$ cat config.mk
export PLATFORM = sky130hd
export DESIGN_NAME = rtype_seq_ctrl
export DESIGN_NICKNAME = d
export VERILOG_FILES = /design/src/rtl/rtype_seq_ctrl.sv
export SDC_FILE = /design/constraint.sdc
export NUM_CORES = 1
export LEC_CHECK = 0
export BUFFER_PORTS_ARGS = -buffer_cell sky130_fd_sc_hd__buf_2
export CORE_MARGIN = 4
export CORE_UTILIZATION = 57
export DETAILED_ROUTE_END_ITERATION = 16
export GPL_TIMING_DRIVEN = 0
export PLACE_DENSITY_LB_ADDON = 0.2
export REMOVE_ABC_BUFFERS = 1
export SETUP_SLACK_MARGIN = 0.15
export SLEW_MARGIN = 10
export SYNTH_ARGS = -nofsm -noshare
export SYNTH_HDL_FRONTEND = slang
export SYNTH_SLANG_ARGS = --single-unit
$ cat constraint.sdc
create_clock -name clk -period 2.6 [get_ports clk]
set_input_delay 0.26 -clock clk [delete_from_list [all_inputs] [get_ports clk]]
set_output_delay 0.26 -clock clk [all_outputs]
set_load 0.05 [all_outputs]
$ cat src/rtl/rtype_seq_ctrl.sv
// Multi-cycle sequencer for an RV32 R-type datapath: byte-serial fetch,
// R-type validation, then DECODE/EXEC/WB control of the register file and ALU.
module rtype_seq_ctrl #(
  parameter int IMEM_AW = 5
) (
  input  logic                 clk,
  input  logic                 reset,
  input  logic                 start,
  output logic [IMEM_AW-1:0]   imem_addr,
  input  logic [7:0]           imem_rdata,
  output logic [31:0]          instr,
  output logic [4:0]           rs1_addr,
  output logic [4:0]           rs2_addr,
  output logic [4:0]           rd_addr,
  output logic [3:0]           alu_op,
  output logic                 rf_we,
  output logic                 busy,
  output logic                 done,
  output logic                 illegal,
  output logic [IMEM_AW-2:0]   instr_count
);

  localparam int CW = IMEM_AW - 1;
  localparam logic [IMEM_AW-1:0] ADDR_ONE = IMEM_AW'(1);
  localparam logic [IMEM_AW-1:0] PC_STEP  = IMEM_AW'(4);
  localparam logic [CW-1:0]      CNT_ONE  = CW'(1);
  localparam logic [6:0]         OP_RTYPE = 7'b0110011;
  localparam logic [6:0]         F7_BASE  = 7'b0000000;
  localparam logic [6:0]         F7_ALT   = 7'b0100000;

  typedef enum logic [2:0] {
    S_IDLE, S_FETCH, S_DECODE, S_EXEC, S_WB, S_DONE
  } state_t;

  state_t              state_q, state_d;
  logic [IMEM_AW-1:0]  pc_q, pc_d;
  logic [IMEM_AW-1:0]  addr_q, addr_d;
  logic [2:0]          k_q, k_d;
  logic [31:0]         instr_q, instr_d;
  logic [4:0]          rs1_q, rs1_d, rs2_q, rs2_d, rd_q, rd_d;
  logic [3:0]          alu_op_q, alu_op_d;
  logic                illegal_q, illegal_d;
  logic [CW-1:0]       count_q, count_d;
  logic [IMEM_AW-1:0]  pc_inc;

  // NOTE: every signal written here gets its default first, so no path can
  // leave a value unassigned and infer a latch.
  always_comb begin
    state_d   = state_q;
    pc_d      = pc_q;
    addr_d    = addr_q;
    k_d       = k_q;
    instr_d   = instr_q;
    rs1_d     = rs1_q;
    rs2_d     = rs2_q;
    rd_d      = rd_q;
    alu_op_d  = alu_op_q;
    illegal_d = illegal_q;
    count_d   = count_q;
    pc_inc    = pc_q + PC_STEP;

    case (state_q)
      S_IDLE: begin
        if (start) begin
          state_d   = S_FETCH;
          pc_d      = '0;
          addr_d    = '0;
          k_d       = 3'd0;
          count_d   = '0;
          illegal_d = 1'b0;
        end
      end
      S_FETCH: begin
        // Bytes arrive one cycle behind the address, lowest address first,
        // so shifting left leaves the first byte in instr[31:24].
        if (k_q != 3'd0) instr_d = {instr_q[23:0], imem_rdata};
        if (k_q < 3'd3)  addr_d  = addr_q + ADDR_ONE;
        if (k_q == 3'd4) begin
          state_d = S_DECODE;
          k_d     = 3'd0;
        end else begin
          k_d = k_q + 3'd1;
        end
      end
      S_DECODE: begin
        rs1_d    = instr_q[19:15];
        rs2_d    = instr_q[24:20];
        rd_d     = instr_q[11:7];
        alu_op_d = {instr_q[30], instr_q[14:12]};
        if (instr_q == 32'h0) begin
          state_d = S_DONE;
        end else if (instr_q[6:0] != OP_RTYPE) begin
          illegal_d = 1'b1;
          state_d   = S_DONE;
        end else if (instr_q[31:25] != F7_BASE && instr_q[31:25] != F7_ALT) begin
          illegal_d = 1'b1;
          state_d   = S_DONE;
        end else if (instr_q[31:25] == F7_ALT &&
                     instr_q[14:12] != 3'b000 && instr_q[14:12] != 3'b101) begin
          illegal_d = 1'b1;
          state_d   = S_DONE;
        end else begin
          state_d = S_EXEC;
        end
      end
      S_EXEC: state_d = S_WB;
      S_WB: begin
        if (count_q != '1) count_d = count_q + CNT_ONE;
        pc_d    = pc_inc;
        addr_d  = pc_inc;
        k_d     = 3'd0;
        // A wrapped pc means the last word in memory has just retired.
        state_d = (pc_inc == '0) ? S_DONE : S_FETCH;
      end
      S_DONE:  state_d = S_IDLE;
      default: state_d = S_IDLE;
    endcase
  end

  // NOTE: state registers use non-blocking assignments so every flop samples
  // the pre-edge value of its peers; the reset clears all of them, including
  // the held decode fields, so outputs are defined straight out of reset.
  always_ff @(posedge clk) begin
    if (!reset) begin
      state_q   <= S_IDLE;
      pc_q      <= '0;
      addr_q    <= '0;
      k_q       <= 3'd0;
      instr_q   <= 32'h0;
      rs1_q     <= 5'd0;
      rs2_q     <= 5'd0;
      rd_q      <= 5'd0;
      alu_op_q  <= 4'd0;
      illegal_q <= 1'b0;
      count_q   <= '0;
    end else begin
      state_q   <= state_d;
      pc_q      <= pc_d;
      addr_q    <= addr_d;
      k_q       <= k_d;
      instr_q   <= instr_d;
      rs1_q     <= rs1_d;
      rs2_q     <= rs2_d;
      rd_q      <= rd_d;
      alu_op_q  <= alu_op_d;
      illegal_q <= illegal_d;
      count_q   <= count_d;
    end
  end

  assign imem_addr   = addr_q;
  assign instr       = instr_q;
  assign rs1_addr    = rs1_q;
  assign rs2_addr    = rs2_q;
  assign rd_addr     = rd_q;
  assign alu_op      = alu_op_q;
  assign rf_we       = (state_q == S_WB) && (rd_q != 5'd0);
  assign busy        = (state_q == S_FETCH) || (state_q == S_DECODE) ||
                       (state_q == S_EXEC)  || (state_q == S_WB);
  assign done        = (state_q == S_DONE);
  assign illegal     = illegal_q;
  assign instr_count = count_q;

endmodule

==> metrics.md <==
| Metric | Value |
|---|---|
| Status | finished, final reports clean |
| Final Worst Setup Slack | 0.398 ns |
| Setup violators final | 0 |
| Cell Area, Synth | 3110 um2 |
| Post-synthesis compound-gate area fraction | 0.214 |
| CP Cell Sequence | or3b_1, a21oi_1, buf_2 |
| Layout area overhead | 19.5% |
| Cts repair resizes | 1 |
| Most frequent cells in the layout | 114 x nand2_1, 74 x buf_2, 70 x dfxtp_1 |
| Post-Synth XOR/XNOR Area | 0.0113 |
| Max incr delay on CP | 0.66 ns |
| Antenna violations before repair | 0 |
| Die area | 6710 um2 |
| GRT Total Usage | 0.232 |
| Slew headroom | 0.348 |
| Critical Path Start | state_q[2]$_SDFFE_PN0P_ |
| Static Leak | 1.54 nW |
| Core area | 5200 um2 |
| Post-Synth Simple-Gate Area | 0.256 |
| Fin util | 0.715 |
| Commonest non-fill, non-tap cell in the layout | nand2_1 |
| Inserted Clock Buffers | 9 |
| DR WL/cell | 14.2 um |
| Later-pin clock latency in the skew report | 0.34 ns |
| Unrepaired setup endpoints after global routing | false |
| Worst Tran Pin Value | 0.979 ns |
| Final Wtd Congestion | 0.781 |
| Cell area power density | 627 nW/um2 |
| Chip Height | 81.9 um |
| Syn_area_per_cell | 8.28 um2 |
| CTS sink count | 70 |
| Largest net degree at the start of global routing | 69 |
| Via density per instance | 5.50 |
| Crit-path slowest cell | dfxtp_1 |
| Clk slew on worst S/H paths | 0.08 ns |
| Share of layout cells above drive strength 1 | 0.220 |
| Post-detail-place hpwl | 4.95 mm |
| #FFs+latches synth | 70 |
| WL final | 7.32 mm |
| NumNets Final | 458 |
| Antenna Nets Post-Route | 0 |
| Worst Hold Class | in2reg |
| Iteration count of the initial detailed-routing pass | 6 |
| Final min period | 2.20 ns |
| Post-synthesis sequential area ratio | 0.450 |
| Final Max Tran Viols | 0 |
| Root buffer cell | clkbuf_8 |
| Bufs and invs on worst path | 1 |
| First-pass GRT wire length | 12.3 mm |
| Synth Warn # | 0 |
| Main combinational cell family by area after synthesis | simple AND/OR/NAND/NOR gates |
| Critical R2R Launch | state_q[1]$_SDFFE_PN0P_ |
| CTS Buffer Depth | 2 |
| Delay-heaviest family, CP | flip-flops |
| Final hold slack | 0.155 ns |
| Multiplexer share of the synthesized area | 0.00322 |
| Vias | 2834 |
| Final hold vios | 0 |
| Tot Pwr | 2.33 mW |
| Crit-path max FO | 15 |
| Fin Clk Skew | 0.00644 ns |
| Row Count | 26 |
| Post-CTS Setup Bufs | 0 |
| Critical path endpoint category | output pin |
| Number of I/O pins | 75 |
| Startpoint Class | flip-flop |
| Die Width | 81.9 um |
| Max Freq | 454 MHz |
| Diodes inserted | 0 |
| HP Start | imem_rdata[2] |
| WS Path Type | reg2out |
| Synth Area in Adders | 0.0241 |
| Worst vdd ir | 488 uV |
| Worst Path Arrival | 1.94 ns |
| TritonCTS clock tree | yes |
| Vias in the first global route | 2590 |
| Critical Path RT | 2.34 ns |
| GRT overflow | 0 |
| Unique cell type count in the Yosys netlist | 41 |
| Port Buf Inserts | 74 |
| Post-placement setup slack | 0.214 ns |
| Initial core utilization | 0.598 |
| # hold bufs at CTS | 0 |
| DRC errors left | 0 |
| H-tree level count | 3 |
| Period utilization | 0.847 |
| Cells after synthesis | 376 |
| Max-Cap Viols | 0 |
| First-iteration detailed-routing DRC count | 191 |
==> through the flow <==
step                instances  cell area (um2)  TNS (ns)
floorplan                 355             3010         0
global placement          499             3460     -1.86
detailed placement        500             3480         0
CTS                       515             3720         0
global route              515             3720         0
finish                    515             3720         0
==> worst paths after layout <==
kind	end	slack, ns	cells past startpoint
worst min register to register	rs2_addr[0]$_SDFFE_PN0P_	0.45	2
worst max register to register	state_q[1]$_SDFFE_PN0P_	0.44	3
worst max-delay path	rf_we	0.40	3
worst min-delay path	instr[2]$_SDFFE_PN0P_	0.15	3
==> logic make-up (layout without fill, tap and decap cells) <==
group | count (synthesis) | count (layout)
buf+inv | 27 | 96
compound gates | 95 | 95
mux | 1 | 1
fa+ha+maj | 6 | 6
xor+xnor | 4 | 4
flops | 70 | 70
simple gates | 173 | 173
==> report_power, final <==
part	internal, mW	switching (mW)	total, mW
combinational	0.0638	0.124	0.187
sequential	1.08	0.0220	1.11
clock	0.632	0.409	1.04
==> worst register-to-register path, stage by stage (launching register included) <==
cell and delay, ns:
dfxtp_1 0.65, nand2_1 0.60, or4_1 0.67, a21oi_1 0.16
==> Yosys cell counts <==
cell / count / area, um2
nand2_1: 114 / 428
o211a_1: 1 / 10.0
o32ai_1: 2 / 17.5
nor4b_2: 1 / 15.0
o211ai_2: 1 / 12.5
buf_4: 1 / 7.51
dfxtp_1: 70 / 1400
buf_2: 7 / 35.0
a21boi_1: 51 / 383
or3_1: 4 / 25.0
inv_1: 6 / 22.5
o21a_1: 2 / 15.0
or3b_1: 2 / 17.5
a21boi_0: 9 / 67.6
a32oi_1: 1 / 8.76
nor2b_1: 6 / 37.5
ha_1: 6 / 75.1
nand3b_1: 2 / 15.0
o211ai_1: 1 / 7.51
nor3b_4: 2 / 37.5
o21ai_1: 6 / 30.0
nor3_1: 6 / 30.0
nand3_1: 8 / 40.0
a21oi_2: 1 / 8.76
mux2i_1: 1 / 10.0
o41ai_1: 1 / 8.76
or4_1: 1 / 7.51
nand2b_1: 3 / 18.8
nor4_1: 6 / 37.5
and2_1: 3 / 18.8
a21oi_1: 10 / 50.1
nor2_1: 11 / 41.3
buf_6: 2 / 22.5
xor2_1: 1 / 8.76
nor3b_1: 1 / 7.51
nor2_2: 1 / 6.26
clkbuf_1: 11 / 41.3
a31oi_1: 2 / 12.5
nand4_1: 2 / 12.5
o21ai_0: 7 / 35.0
xnor2_1: 3 / 26.3
==> metal layers <==
metal	global-route usage	wire [um]	share of wire
met5	0	0	0
met1	0.320	3290	0.45
met3	0.0395	418	0.057
met4	0.0748	82	0.011
met2	0.370	3530	0.48
==> registers in the layout (all words and copies together) (netlist names) <==
register,flops
instr,32
imem_addr,5
rd_addr,5
rs1_addr,5
rs2_addr,5
alu_op,4
instr_count,4
k_q,3
pc_q,3
state_q,3
illegal,1
==> area by class of cell <==
class | instances | area [um2]
clock inverters | 6 | 111
repair buffers | 75 | 385
fillers | 416 | 1490
clock buffers | 9 | 124
multi-input cells | 279 | 1590
flip-flops and latches | 70 | 1400
inverters | 6 | 22.5
well taps | 70 | 87.6
Power figures use the tool's default switching activity.
